`config.mk`:
```
export PLATFORM = sky130hd
export DESIGN_NAME = div_unit
export DESIGN_NICKNAME = d
export VERILOG_FILES = /design/src/rtl/div_unit.sv
export SDC_FILE = /design/constraint.sdc
export NUM_CORES = 1
export LEC_CHECK = 0
export BUFFER_PORTS_ARGS = -buffer_cell sky130_fd_sc_hd__buf_2
export CAP_MARGIN = 20
export CORE_ASPECT_RATIO = 2
export CORE_MARGIN = 8
export CORE_UTILIZATION = 65
export DETAILED_ROUTE_END_ITERATION = 8
export PLACE_DENSITY_LB_ADDON = 0.12
export SLEW_MARGIN = 20
export SYNTH_ARGS = -nofsm -noshare
export SYNTH_HDL_FRONTEND = slang
export SYNTH_SLANG_ARGS = --single-unit
```
`constraint.sdc`:
```
create_clock -name clk -period 11.3 [get_ports clk]
set_input_delay 2.26 -clock clk [delete_from_list [all_inputs] [get_ports clk]]
set_output_delay 2.26 -clock clk [all_outputs]
set_load 0.03 [all_outputs]
```
`src/rtl/div_unit.sv`:
```
// Radix-2 restoring divider for DIV/DIVU; {rem,quo} result to HI/LO.
// Ports: clk, rst, start, signed_div, opdata1, opdata2, annul -> result_o, ready_o, stall_o. Option: DIV_ZERO_FASTPATH_EN.
module div_unit (
  input  logic        clk,
  input  logic        rst,
  input  logic        start,
  input  logic        signed_div,
  input  logic [31:0] opdata1,
  input  logic [31:0] opdata2,
  input  logic        annul,
  output logic [63:0] result_o,
  output logic        ready_o,
  output logic        stall_o
);

  typedef enum logic [1:0] {
    S_IDLE,
    S_BUSY,
    S_END
  } state_t;

  state_t      state;
  logic [4:0]  cnt;
  logic [31:0] rem;
  logic [31:0] quo;
  logic [31:0] dvs;
  logic [31:0] dvd_raw;
  logic        neg_q;
  logic        neg_r;
  logic        dz;

  logic        accept;
  logic [31:0] a_mag;
  logic [31:0] b_mag;
  logic [32:0] sh_rem;
  logic [32:0] diff;
  logic [31:0] rem_nxt;
  logic [31:0] quo_nxt;
  logic [31:0] q_fix;
  logic [31:0] r_fix;

  assign accept = (state == S_IDLE) & start & ~annul;
  assign a_mag  = (signed_div & opdata1[31]) ? -opdata1 : opdata1;
  assign b_mag  = (signed_div & opdata2[31]) ? -opdata2 : opdata2;

  // One restoring step: shift in next dividend bit, keep
  // the difference only when the trial subtract did not borrow.
  assign sh_rem  = {rem, quo[31]};
  assign diff    = sh_rem - {1'b0, dvs};
  assign rem_nxt = diff[32] ? sh_rem[31:0] : diff[31:0];
  assign quo_nxt = {quo[30:0], ~diff[32]};
  assign q_fix   = neg_q ? -quo_nxt : quo_nxt;
  assign r_fix   = neg_r ? -rem_nxt : rem_nxt;

  assign stall_o = accept | (state == S_BUSY);
  assign ready_o = (state == S_END) & ~annul;

  always_ff @(posedge clk) begin
    if (rst) begin
      state    <= S_IDLE;
      cnt      <= 5'd0;
      rem      <= 32'd0;
      quo      <= 32'd0;
      dvs      <= 32'd0;
      dvd_raw  <= 32'd0;
      neg_q    <= 1'b0;
      neg_r    <= 1'b0;
      dz       <= 1'b0;
      result_o <= 64'd0;
    end else begin
      unique case (state)
        S_IDLE: begin
          if (accept) begin
            cnt     <= 5'd0;
            rem     <= 32'd0;
            quo     <= a_mag;
            dvs     <= b_mag;
            dvd_raw <= opdata1;
            neg_q   <= signed_div & (opdata1[31] ^ opdata2[31]);
            neg_r   <= signed_div & opdata1[31];
            dz      <= (opdata2 == 32'd0);
`ifdef DIV_ZERO_FASTPATH_EN
            if (opdata2 == 32'd0) begin
              state    <= S_END;
              result_o <= {opdata1, 32'hFFFF_FFFF};
            end else begin
              state <= S_BUSY;
            end
`else
            state <= S_BUSY;
`endif
          end
        end
        S_BUSY: begin
          if (annul) begin
            state <= S_IDLE;
          end else begin
            rem <= rem_nxt;
            quo <= quo_nxt;
            cnt <= cnt + 5'd1;
            if (cnt == 5'd31) begin
              state <= S_END;
              if (dz)
                result_o <= {dvd_raw, 32'hFFFF_FFFF};
              else
                result_o <= {r_fix, q_fix};
            end
          end
        end
        S_END: begin
          state <= S_IDLE;
        end
        default: begin
          state <= S_IDLE;
        end
      endcase
    end
  end

endmodule

```
* Word level (Yosys, flattened, before mapping) *
Cells that the tools add are included.

word-level totals
  register bits = 202
  bits in latches = 0
  bits in writable memories = 0
  memory bits (read-only) = 0
  input port bits = 69
  memories = 0

cells by class
  add/subtract/negate cells = 6
  $mul = 0
  div/mod/pow operators = 0
  $lt $le $gt $ge = 0
  eq/ne operators = 6
  shift operators = 0
  mux-type cells = 19
  bitwise operators = 10
  reductions and logical operators = 7

operators with widths
  kind                 count
  $mux 32              9
  $neg 32->32          4
  $pmux 32 s2          2
  $mux 64              1
  $sub 33x32->33       1
  $logic_not 32->1     1
  $mux 5               2
  $pmux 5 s2           1
  $and 1x1->1          6
  $mux 2               3
  $reduce_and 3->1     2
  $add 5x1->5 const B  1
  $eq 5x5->1 const B   1
  $ne 2x2->1 const B   2
  $pmux 2 s2           1
  $reduce_and 2->1     2
  $ne 3x2->1 const B   1
  $eq 2x1->1 const B   1
  $eq 2x2->1 const B   1
  $logic_not 2->1      1
  $not 1->1            2
  $reduce_bool 2->1    1
  $or 1x1->1           1
  $xor 1x1->1          1

* Depth between registers and ports, before layout *
  depth after elaboration = 5
  mapped depth = 24
  gate-level depth less buffers = 20

* Worst setup path after synthesis *
No wires, ideal clock.

  path kind = reg-to-reg
  from = register quo[31]
  to = register result_o[62]
  setup time = 0.074 ns
  arrival = 5.682 ns
  slack = 5.544 ns
  stages on the path, launching flop included = 25
  period minus slack after synthesis = 5.756 ns
  cell sequence = dfxtp_1 inv_1 ha_1 inv_1 fa_1 a211oi_1 o21ai_1 o2111ai_1 a211oi_1 o21a_1 nor2_1 inv_2 buf_2 clkbuf_1 buf_1 a21oi_1 ha_1 nand2_1 or4_1 nand3b_1 o31a_1 buf_6 or3_4 or4_1 a31oi_1

on the way
  cells in the longest elaborated chain, start to end = 5

ends and longest elaborated chain
  item                      line  text
  start: declaration        25    logic [31:0] quo;
  start signal: assignment  76    quo <= a_mag;
  start signal: assignment  99    quo <= quo_nxt;
  $sub 33x32->33            49    assign diff = sh_rem - {1'b0, dvs};
  $mux 32 *                 50    assign rem_nxt = diff[32] ? sh_rem[31:0] : diff[31:0];
  $neg 32->32               53    assign r_fix = neg_r ? -rem_nxt : rem_nxt;
  $mux 32 *                 53
  $mux 64 *                 103   if (dz)
  end signal: assignment    104   result_o <= {dvd_raw, 32'hFFFF_FFFF};
  end signal: assignment    106   result_o <= {r_fix, q_fix};
  end: declaration          11    output logic [63:0] result_o,

Every way passes the cells marked *; elsewhere a longest branch is shown, timed or not.
A chain may end at the register's enable or synchronous reset.

* Worst setup path in the final report *
Ends and elaborated chain as after synthesis.

==> reports/metrics.csv <==
stage;metric;value;unit
logic_synthesis;Synth Area in XOR/XNOR;0.0690;
finish;diodes inserted;0;
clocking;CTS clock-pin slew for the worst setup and hold paths;70;ps
finish;area taken by multi-input logic gates;0.00851;mm2
placed_design;DP Worst Slack;4660;ps
routing;DRC viols;0;
logic_synthesis;complex-gate fraction of the synthesized area;0.278;
finish;Register Area;0.00404;mm2
floorplan;Die W;117;um
sta;fin worst setup slack;4460;ps
logic_synthesis;post-synth cell types;72;
grt;initial antenna violation count;0;
critical_path;CP Buf/Inv Count;5;
critical_path;crit path DAT;7280;ps
critical_path;WS Path Type;register to register;
logic_synthesis;Top FF cell, synth;dfxtp_1;
routing;Routed WL;44900;um
critical_path;endpoint class of the critical path;register;
grt;first-pass GRT wire length;70400;um
logic_synthesis;syn nets;1880;
routing;WL/cell;21.3;um
floorplan;die area;0.0254;mm2
logic_synthesis;post-synthesis adder-cell area fraction;0.0375;
clocking;post_cts resized;0;
logic_synthesis;share of the synthesized area in the top cell type;0.306;
clocking;CTS tree;done;
sta;Hold Vio Cnt, Final;0;
clocking;root buffer cell;clkbuf_16;
status;status;completed;
logic_synthesis;Syn Inst Count;1772;
floorplan;Initial Util;0.654;
logic_synthesis;largest family of logic cells by synthesized area;compound AO/OA/AOI/OAI gates;
critical_path;Crit-path slowest cell;o2111ai_1;
logic_synthesis;Synth area leader;dfxtp_1;
power_and_ir_drop;pwr/cell area;131;mW/mm2
clocking;CTS H-Tree Depth;1;
logic_synthesis;syn avg cell area;7.45;um2
clocking;clk sinks;202;
sta;Max Slew Vio Count;0;
critical_path;CP peak stage delay;570;ps
sta;Period minus WS final;6840;ps
routing;antenna-violating nets left;0;
sta;sum of negative setup slack;0;ps
grt;vias in the first global route;13846;
grt;grt ovf;0;
logic_synthesis;number of synthesized flops with an enable pin;0;
floorplan;io pins;135;
sta;Slew HR;0.275;
logic_synthesis;top-count cell post-synth;nor2_1;
clocking;Clock Path Buffers;3;
critical_path;cell family with most CP delay;compound AO/OA/AOI/OAI gates;
logic_synthesis;Area contributors post-synth;dfxtp_1 (31%), nor2_1 (7.2%), a21oi_1 (6.0%);
critical_path;worst-path cell chain;inv_1 -> ha_1 -> inv_1 -> fa_1 -> a211oi_1 -> o21ai_1 -> o2111ai_1 -> a211oi_1 -> o21a_1 -> buf_4 -> nor2_2 -> buf_4 -> inv_2 -> a21oi_1 -> ha_1 -> nand2_1 -> or4_1 -> nand3b_1 -> o31a_1 -> or3_4 -> or4_1 -> a31oi_1;
logic_synthesis;Post-synth top cells;nor2_1 (253), dfxtp_1 (202), nand2_1 (176), a21oi_1 (158), clkbuf_1 (107);
floorplan;row cnt;74;
finish;share of layout cells above drive strength 1;0.122;
logic_synthesis;count of warnings emitted by yosys;0;
clocking;Skew-Pair Late Insertion Delay;520;ps
logic_synthesis;Seq/Total Area, Yosys;0.306;
logic_synthesis;simple-gate area share of the yosys netlist;0.232;
routing;vias per cell;6.81;
logic_synthesis;Mapped Area;0.0132;mm2
routing;total number of vias;14341;
floorplan;Core ar.;0.0202;mm2
power_and_ir_drop;Static Leak;5.76;nW
routing;first drt pass iteration count;7;
critical_path;CP required;11740;ps
worst_hold_path;Hold WC Path Type;register to register;
finish;Layout area overhead;11.2;%
sta;FMAX;0.146;GHz
clocking;Hold Buf Count CTS;0;
power_and_ir_drop;worst vdd ir;131;uV
sta;final setup vio count;0;
floorplan;Die Y;218;um
placed_design;Port Buffers;134;
finish;Fill cells;1594;
logic_synthesis;asr flop ratio synth;0;
routing;Iter 0 DRT Violations;1457;
clocking;postcts setup bufs;0;
sta;crit share post-route;0.605;
logic_synthesis;Yosys reg bits;202;
sta;skew final;23.5;ps
placed_design;post-DP HPWL;32500;um
critical_path;Crit Path Max Fanout;34;
finish;fin nets;1935;
grt;gr usage total;0.347;
grt;largest net degree at the start of global routing;110;
placed_design;routability cong.;0.949;
job;max cap viols;0;
sta;Worst Tran Pin Value;1090;ps
clocking;Inserted Clock Buffers;21;
logic_synthesis;mux contribution to synthesized area;0.0263;
sta;unrepaired setup endpoints after global routing;false;
critical_path;startpoint types;register;
==> cells by family after synthesis <==
kind of cell,Yosys count
buffers and inverters,175
and+or+nand+nor,662
adders and majority gates,39
xor gates and xnor gates,104
muxes,33
DFF,202
AOI/OAI and AO/OA,557
==> layout by cell type (no fill, tap or decap), drive strengths merged, types with 33 or more instances in the layout <==
| cell | Yosys | routed |
|---|---|---|
| a21oi | 160 | 160 |
| buf | 12 | 151 |
| nand2 | 176 | 176 |
| inv | 56 | 58 |
| xnor2 | 46 | 46 |
| a211oi | 90 | 90 |
| nor3 | 37 | 37 |
| or3 | 33 | 33 |
| o21ai | 94 | 94 |
| nor2 | 253 | 253 |
| xor2 | 58 | 58 |
| ha | 38 | 38 |
| dfxtp | 202 | 202 |
==> layer usage <==
metal,part of all wire,track usage
met4,0.064,0.217
met5,0,0
met1,0.36,0.383
met3,0.070,0.0449
met2,0.50,0.605
==> sequential cells by signal, summed over array words and instances, names as in the netlist <==
name / count
dz: 1
dvs: 32
dvd_raw: 32
rem: 32
result_o: 64
state: 2
quo: 32
neg_q: 1
cnt: 5
neg_r: 1
==> power breakdown <==
group / switching (W) / internal (W)
registers: 0.0000219 / 0.000735
logic: 0.000252 / 0.000124
clock network: 0.000308 / 0.000484
==> metrics by stage <==
stage | total power (W) | cells | hold slack (ps) | instance area [um2] | util
2_1_floorplan | 0.00102 | 1772 | 431 | 13200 | -
3_3_place_gp | 0.00112 | 2070 | 441 | 13900 | 0.689
3_5_place_dp | 0.00113 | 2070 | 445 | 13900 | 0.689
4_1_cts | 0.00192 | 2107 | 454 | 14700 | 0.727
5_1_grt | 0.00198 | 2107 | 484 | 14700 | 0.727
6_report | 0.00192 | 2107 | 454 | 14700 | 0.727
==> path summary, 6_finish.rpt <==
check	start	end	slack, ps	depth (start not counted)
setup / recovery	quo[31]	result_o[62]	4460	22
hold / removal	dvs[22]	dvs[22]	450	2
setup reg to reg	quo[31]	result_o[62]	4460	22
hold reg to reg	dvs[22]	dvs[22]	450	2
==> worst register-to-register path, stage by stage, from the launching register on <==
cell,delay (ps)
dfxtp_1,320
inv_1,90
ha_1,170
inv_1,50
fa_1,400
a211oi_1,360
o21ai_1,280
o2111ai_1,580
a211oi_1,250
o21a_1,220
buf_4,220
nor2_2,140
buf_4,440
inv_2,400
a21oi_1,360
ha_1,320
nand2_1,60
or4_1,440
nand3b_1,220
o31a_1,440
or3_4,440
or4_1,410
a31oi_1,170
==> final cells by class <==
cell class,count,share of cell area
clock buffers,26,0.0398
clock inverters,11,0.0133
inverters,56,0.0143
multi-input cells,1395,0.580
flip-flops and latches,202,0.275
well taps,266,0.0227
repair buffers,151,0.0548
Power figures use the tool's default switching activity.
